===== src/rtl/rv_iopmp_entry_port_arbiter.sv =====
`default_nettype none
// ============================================================================
// Module   : rv_iopmp_entry_port_arbiter
// Purpose  : Shares the single read port of the IOPMP entry RAM among several
//            matching-logic instances. Grants are round-robin. An instance
//            keeps the port for a whole run of reads until it marks one as
//            last. Read responses are routed back to the requester through a
//            tag pipeline that is as deep as the RAM read latency.
// Revision : 1.0 - initial release
// ============================================================================
module rv_iopmp_entry_port_arbiter #(
    parameter  int NUMBER_TL_INSTANCES = 2,
    parameter  int NUMBER_ENTRIES      = 8,
    parameter  int ENTRY_WIDTH         = 128,
    parameter  int RAM_LATENCY         = 1,
    localparam int AW = (NUMBER_ENTRIES > 1) ? $clog2(NUMBER_ENTRIES) : 1
) (
    input  logic                              clk_i,
    input  logic                              rst_i,
    input  logic                              stall_i,
    input  logic [NUMBER_TL_INSTANCES-1:0]    req_valid_i,
    input  logic [NUMBER_TL_INSTANCES-1:0]    req_last_i,
    input  logic [NUMBER_TL_INSTANCES*AW-1:0] req_addr_i,
    output logic [NUMBER_TL_INSTANCES-1:0]    req_ready_o,
    output logic [NUMBER_TL_INSTANCES-1:0]    rsp_valid_o,
    output logic [ENTRY_WIDTH-1:0]            rsp_data_o,
    output logic                              ram_en_o,
    output logic [AW-1:0]                     ram_addr_o,
    input  logic [ENTRY_WIDTH-1:0]            ram_rdata_i
);

    localparam int N  = NUMBER_TL_INSTANCES;
    localparam int IW = (N > 1) ? $clog2(N) : 1;

    typedef enum logic [0:0] {
        ST_IDLE   = 1'b0,
        ST_LOCKED = 1'b1
    } state_e;

    state_e        state_q;
    logic [IW-1:0] owner_q;
    logic [IW-1:0] rr_q;
    logic [N-1:0]  tag_q [RAM_LATENCY];

    logic [2*N-1:0] cand_dbl;
    logic [N-1:0]   cand_rot;
    logic [IW-1:0]  cand_off;
    logic [IW:0]    cand_sum;
    logic [IW-1:0]  cand_idx;
    logic           cand_found;

    logic [IW-1:0]  sel_idx;
    logic           sel_valid;
    logic           sel_last;
    logic           grant_en;
    logic [N-1:0]   grant;
    logic [AW-1:0]  sel_addr;

    // Wrap-around increment of an instance index.
    function automatic logic [IW-1:0] f_next(input logic [IW-1:0] x);
        return (x == IW'(N - 1)) ? '0 : x + IW'(1);
    endfunction

    // Round-robin search: rotate the request vector so rr_q sits at bit 0,
    // take the first set bit, then rotate the offset back to an index.
    always_comb begin
        cand_dbl   = {req_valid_i, req_valid_i};
        cand_rot   = cand_dbl[rr_q +: N];
        cand_off   = '0;
        cand_found = 1'b0;
        for (int k = 0; k < N; k++) begin
            if (!cand_found && cand_rot[k]) begin
                cand_found = 1'b1;
                cand_off   = IW'(k);
            end
        end
        cand_sum = {1'b0, rr_q} + {1'b0, cand_off};
        if (cand_sum >= (IW + 1)'(N)) begin
            cand_sum = cand_sum - (IW + 1)'(N);
        end
        cand_idx = cand_sum[IW-1:0];
    end

    // Grant selection: the locked owner only, otherwise the round-robin
    // candidate. Reset and stall both suppress the grant combinationally.
    always_comb begin
        if (state_q == ST_LOCKED) begin
            sel_idx   = owner_q;
            sel_valid = req_valid_i[owner_q];
        end else begin
            sel_idx   = cand_idx;
            sel_valid = cand_found;
        end
        sel_last = req_last_i[sel_idx];
        grant_en = sel_valid & ~stall_i & ~rst_i;
        grant    = grant_en ? (N'(1) << sel_idx) : '0;
        sel_addr = '0;
        for (int k = 0; k < N; k++) begin
            if (sel_idx == IW'(k)) begin
                sel_addr = req_addr_i[k*AW +: AW];
            end
        end
    end

    // RAM issue and response routing. The response is hidden while reset is
    // asserted, so reads that were in flight at reset never reach a requester.
    always_comb begin
        req_ready_o = grant;
        ram_en_o    = grant_en;
        ram_addr_o  = grant_en ? sel_addr : '0;
        rsp_valid_o = rst_i ? '0 : tag_q[RAM_LATENCY-1];
        rsp_data_o  = (|rsp_valid_o) ? ram_rdata_i : '0;
    end

    // Lock FSM, round-robin pointer and the grant tag pipeline.
    always_ff @(posedge clk_i) begin
        if (rst_i) begin
            state_q <= ST_IDLE;
            owner_q <= '0;
            rr_q    <= '0;
            for (int s = 0; s < RAM_LATENCY; s++) begin
                tag_q[s] <= '0;
            end
        end else begin
            tag_q[0] <= grant;
            for (int s = 1; s < RAM_LATENCY; s++) begin
                tag_q[s] <= tag_q[s-1];
            end
            case (state_q)
                ST_IDLE: begin
                    if (grant_en) begin
                        owner_q <= sel_idx;
                        if (sel_last) begin
                            rr_q <= f_next(sel_idx);
                        end else begin
                            state_q <= ST_LOCKED;
                        end
                    end
                end
                ST_LOCKED: begin
                    if (grant_en && sel_last) begin
                        state_q <= ST_IDLE;
                        rr_q    <= f_next(owner_q);
                    end
                end
                default: state_q <= ST_IDLE;
            endcase
        end
    end

endmodule
`default_nettype wire


===== config.mk =====
export PLATFORM = sky130hd
export DESIGN_NAME = rv_iopmp_entry_port_arbiter
export DESIGN_NICKNAME = d
export VERILOG_FILES = /design/src/rtl/rv_iopmp_entry_port_arbiter.sv
export SDC_FILE = /design/constraint.sdc
export NUM_CORES = 1
export LEC_CHECK = 0
export CAP_MARGIN = 5
export CELL_PAD_IN_SITES_DETAIL_PLACEMENT = 1
export CELL_PAD_IN_SITES_GLOBAL_PLACEMENT = 1
export CORE_MARGIN = 2
export CORE_UTILIZATION = 10
export DETAILED_ROUTE_END_ITERATION = 8
export HOLD_SLACK_MARGIN = 0.03
export PLACE_DENSITY_LB_ADDON = 0.1
export SLEW_MARGIN = 20
export SYNTH_ARGS = -nofsm -noshare
export SYNTH_HDL_FRONTEND = slang
export SYNTH_SLANG_ARGS = --single-unit

===== constraint.sdc =====
create_clock -name clk_i -period 1.8 [get_ports clk_i]
set_input_delay 0.18 -clock clk_i [delete_from_list [all_inputs] [get_ports clk_i]]
set_output_delay 0.18 -clock clk_i [all_outputs]
set_load 0.005 [all_outputs]

==> results of run 1 <==
==> critical path, stage by stage (launching register included) <==
cell	delay [ps]
dfxtp_2	340
nor2_4	50
nor2_4	110
buf_6	130
buf_16	140
and2_1	130
clkdlybuf4s50_1	500
==> cells in the mapped netlist, types with 2 or more instances <==
library cell  instances
a21oi_1               7
nand3_1               3
nor2b_1               3
o21ai_0               3
nor2_1                6
o31ai_1               2
nand2_1               3
clkbuf_1             14
inv_1                 2
dfxtp_1               5
and2_1              129
==> area by class of cell <==
cell class	instances	share of cell area
Clock buffer	4	0.0181
Inverter	3	0.00373
Multi-Input combinational cell	166	0.239
Sequential cell	5	0.0238
Tap cell	147	0.0422
Timing Repair Buffer	300	0.673
==> metrics by stage <==
step	TNS [ps]	total power, µW	hold WS [ps]
6_report	-12.2	1270	379
5_1_grt	-83.4	1360	430
4_1_cts	-3330	1320	382
3_5_place_dp	-31320	920	556
3_3_place_gp	-30740	913	528
2_1_floorplan	0	316	252
==> logic make-up after synthesis <==
| family | share of synthesized area |
|---|---|
| flops | 0.0832 |
| mux | 0.00832 |
| simple gates | 0.743 |
| compound gates | 0.0989 |
| buf+inv | 0.0666 |
==> worst max-delay path by stage <==
stage                endpoint  cells past startpoint  slack (ps)           start
6_report       rsp_data_o[44]                      6         -10     tag_q[0][0]
5_1_grt        rsp_data_o[44]                      6         -80     tag_q[0][0]
4_1_cts        rsp_data_o[27]                      7        -120     tag_q[0][1]
3_5_place_dp    ram_addr_o[1]                      5        -520  req_valid_i[0]
3_3_place_gp    ram_addr_o[2]                      5        -410  req_valid_i[0]
2_1_floorplan         owner_q                      6         420         owner_q
==> layer usage <==
layer,share of wire,vias to the layer above,GRT usage
li1,-,1161,-
met1,0.34,1068,0.145
met2,0.55,136,0.287
met3,0.099,6,0.0462
met4,0.012,0,0.0252
met5,0,-,0
==> report_power, final <==
part,switching [µW],leakage [µW],internal (µW),total (µW)
Clock,68.0,0.0000382,293,361
Sequential,12.5,0.0000423,123,136
Combinational,236,0.00265,540,777
Total,317,0.00273,957,1270
==> repair_timing <==
action / in CTS / in global routing
setup endpoints to repair: 134 / 86
gates cloned: 4 / 0
buffers inserted: 10 / 1
gates resized for setup: 117 / 101
pin swaps: 3 / 2
==> results.yml, run 1 <==
run_status:
  status: "complete, but fails checks"
  violations: "negative setup slack"
route:
  dr.first_iter.drc_count: 46
  wl_um: 10100
  postRouteAntennaNets: 0
  routedWlPerCell_um: 16.2
  route.detailed.drc: 0
  via_per_inst: 3.79
  via_count: 2371
  drtPass1Iterations: 4
global_routing:
  grt_usage: 0.143
  grt_max_degree: 29
  grt_pass1_vias: 2422
  grt_pass1_wl_um: 14200
  grt_antenna_before_repair: 0
  grt-ovfl-total: 0
die:
  coreArea_um2: 11900
  die_x_um: 114
  die_height_um: 114
  die-area_um2: 12900
  ioPinCount: 277
  row_count: 40
  initial_core_util: 0.101
logic_synthesis:
  synthCells: 189
  synth_area_um2: 1200
  ys_seq_area_frac: 0.0832
  ys_ff_latch: 5
  yosysTopAreaCell: "and2_1"
  synthesis.yosys.warnings: 0
  syn_area_per_cell_um2: 6.36
  synth_edf_count: 0
  synth.area.top_cells: "and2_1 (67%), dfxtp_1 (8.3%), clkbuf_1 (4.4%), a21oi_1 (2.9%), nor2_1 (1.9%)"
  synth.top_cell.area_share: 0.671
  synth-async-reset-ratio: 0
  synth_top_flop_cell: "dfxtp_1"
  synth_cell_types: 23
  syn_nets: 330
placed_design:
  dp_cells: 608
  port_buffers: 276
  hpwl_um: 8460
  pre_cts_ws_ps: -516
  place.gp.congestion: 0.773
  place_area_um2: 4200
setup_path:
  worstReg2RegStart: "owner_q"
  reg2reg_slack_ps: 200
  arrival_ps: 1630
  startpoint_type: "flop"
  cp_data_required_time_ps: 1620
  path_class: "reg -> out"
  crit_fanout: 25
  worstSetupEndpointType: "output pin"
  rr_worst_depth: 6
power_and_ir_drop:
  ir_drop_mv: 0.191
  p_leak_uw: 0.00273
  p_per_area_nw_per_um2: 292
clocking:
  clk_latency_ps: 220
  clockBufferDepth: 2
  htreeDepth: 1
  cts_hold_buf: 0
  cts_buffers: 3
  path_clk_slew_ps: 30
  tritoncts: "built"
  cts.sink_count: 5
  cts_root_buf: "clkbuf_16"
cells_and_area:
  seq_area_um2: 104
  final_cell_count_no_fill: 625
  multi_input_area_um2: 1040
  post-route-cell-area_um2: 4360
  area.growth.synth_to_final_pct: 263
  drive_gt1_frac: 0.138
  mostFrequentLayoutCells: "clkdlybuf4s50_1 (140), and2_1 (129), dlygate4sd2_1 (67)"
  nNetsFinal: 620
  finish.utilization: 0.368
  layout_commonest_cell: "clkdlybuf4s50_1"
  nFillCells: 1416
  diodes: 0
run:
  maxCapViolations: 0
worst_hold_path:
  hold_depth: 2
  whs_endpoint: "owner_q"
  hold_start: "req_valid_i[0]"
  hold_path_class: "in -> reg"
sta:
  fmax_ghz: 0.552
  setup_viol: 1
  timing.final.ws_setup_ps: -12.2
  post-route-period-util: 1.01
  finClkSkew_ps: 0.730
  slew_headroom: 0.805
  drv_slew: 0
  grt_setup_unrepaired: "true"
  hold_viol_final: 0
  tightestPinTransition_ps: 292
  fin_crit_ps: 1810
Power figures use the tool's default switching activity.
==> inputs of run 2 (changes only) <==
SETUP_SLACK_MARGIN = 0.4   (was unset)
==> run 2 against run 1 <==
The run now ends clean. Register-to-register slack got worse by 40 ps. Highest routed layer unchanged. Die area did not move. First-iteration DRC count fell by 39%. Critical path type unchanged. Cell area rose by 12%. Non-clock buffer count rose by 27. Routed wire length rose by 11%. Largest power group unchanged. Sequential cell count did not move. Via count rose by 7.3%. Worst hold slack barely moved.
==> results.yml, run 2 (same netlist as run 1, synthesis figures left out) <==
setup_path:
  arrival_ps: 1570
  startpoint_type: "flop"
  worstSetupEndpointType: "output pin"
  cp_data_required_time_ps: 1620
  path_class: "reg -> out"
  crit_fanout: 5
cells_and_area:
  layout_commonest_cell: "clkdlybuf4s50_1"
  diodes: 0
  drive_gt1_frac: 0.511
  mostFrequentLayoutCells: "clkdlybuf4s50_1 (137), buf_2 (77), buf_6 (76)"
  area.growth.synth_to_final_pct: 305
  final_cell_count_no_fill: 652
  nNetsFinal: 647
placed_design:
  hpwl_um: 8460
  pre_cts_ws_ps: -516
  dp_cells: 608
  place.gp.congestion: 0.773
  port_buffers: 276
clocking:
  clockBufferDepth: 2
  htreeDepth: 1
  path_clk_slew_ps: 30
  cts_root_buf: "clkbuf_16"
  tritoncts: "built"
  cts_buffers: 3
  cts.sink_count: 5
  clk_latency_ps: 220
sta:
  slew_headroom: 0.793
  fmax_ghz: 0.571
  hold_viol_final: 0
  drv_slew: 0
  setup_viol: 0
  tightestPinTransition_ps: 310
  finClkSkew_ps: 0.908
  grt_setup_unrepaired: "true"
  timing.final.ws_setup_ps: 47.2
  post-route-period-util: 0.974
  fin_crit_ps: 1750
power_and_ir_drop:
  clkPwrFrac: 0.236
  p_per_area_nw_per_um2: 313
  ir_drop_mv: 0.202
  p_sw_frac: 0.257
  p_switching_uw: 392
  p_seq_frac: 0.089
  p_leak_uw: 0.00240
  power_uw: 1520
  p_comb_frac: 0.675
  internal_power_uw: 1130
route:
  drtPass1Iterations: 2
  via_count: 2545
  dr.first_iter.drc_count: 28
  wl_um: 11300
  via_per_inst: 3.90
  route.detailed.drc: 0
  routedWlPerCell_um: 17.3
  postRouteAntennaNets: 0
global_routing:
  grt_max_degree: 22
  grt_pass1_vias: 2604
  grt-ovfl-total: 0
  grt_pass1_wl_um: 15600
  grt_antenna_before_repair: 0
  grt_usage: 0.159
die:
  die-area_um2: 12900
  coreArea_um2: 11900
  die_x_um: 114
  ioPinCount: 277
  row_count: 40
  die_height_um: 114
  initial_core_util: 0.101
worst_hold_path:
  hold_path_class: "in -> reg"
run:
  maxCapViolations: 0
run_status:
  status: "finished, final reports clean"
==> run 2: changes by cell type in the layout (fill, tap and decap cells not counted), moves of 6 or more <==
cell            change
and2_1             -55
and2_4             +55
buf_12              +6
buf_16              +7
buf_2              +76
buf_6              +71
clkbuf_2           -29
dlygate4sd2_1      -63
dlymetal6s2s_1     -35
==> run 2: critical path, stage by stage (launching register included) <==
cell and delay (ps):
dfxtp_2 320, nor2_4 120, nor2_4 40, buf_6 130, buf_12 130, buf_12 120, buf_16 120, buf_6 110
and2_4 130, buf_6 110
==> run 2: through the flow <==
stage / hold slack [ps] / area [µm²] / setup TNS, ps / util
final: 379 / 4870 / 0 / 0.411
after detailed placement: 556 / 4200 / -31320 / 0.354
after floorplan: 252 / 1200 / 0 / -
after global placement: 528 / 4200 / -30740 / 0.354
after CTS: 382 / 4680 / 0 / 0.395
after global routing: 429 / 4870 / 0 / 0.411
==> run 2: timing repair <==
action                                 4_1_cts  5_1_grt
pin swaps                                   48       19
hold buffers                                 0        0
resized for setup                          623       71
gates cloned                                11        0
buffers inserted                            25        4
setup endpoints to repair                  141      141
endpoints found under the hold margin        0        0
==> run 2: worst paths after layout <==
path,start,to,slack (ps),cells past startpoint
worst min register to register,rr_q,owner_q,550,2
worst min-delay path,req_valid_i[0],owner_q,380,2
worst max-delay path,tag_q[0][1],rsp_data_o[33],50,9
worst max register to register,owner_q,owner_q,160,8
==> run 2: routing by layer <==
| layer | vias up | track usage | part of all wire |
|---|---|---|---|
| met4 | 0 | 0.0163 | 0.0076 |
| li1 | 1224 | - | - |
| met3 | 8 | 0.0462 | 0.091 |
| met5 | - | 0 | 0 |
| met1 | 1169 | 0.165 | 0.34 |
| met2 | 144 | 0.321 | 0.56 |
==> run 2: power groups by stage <==
| stage | combinational (µW) | clock [µW] | sequential [µW] |
|---|---|---|---|
| floorplan | 184 | 0 | 132 |
| global placement | 778 | 0 | 134 |
| detailed placement | 785 | 0 | 135 |
| CTS | 977 | 367 | 136 |
| global route | 1100 | 377 | 137 |
| finish | 1030 | 360 | 136 |
==> run 2: layout make-up <==
| type | instances | area [µm²] |
|---|---|---|
| clock buffer | 4 | 78.8 |
| multi-input combinational | 166 | 1230 |
| tap | 147 | 184 |
| sequential | 5 | 104 |
| fill | 1408 | 6990 |
| timing repair buffer | 327 | 3260 |
| inverter | 3 | 16.3 |
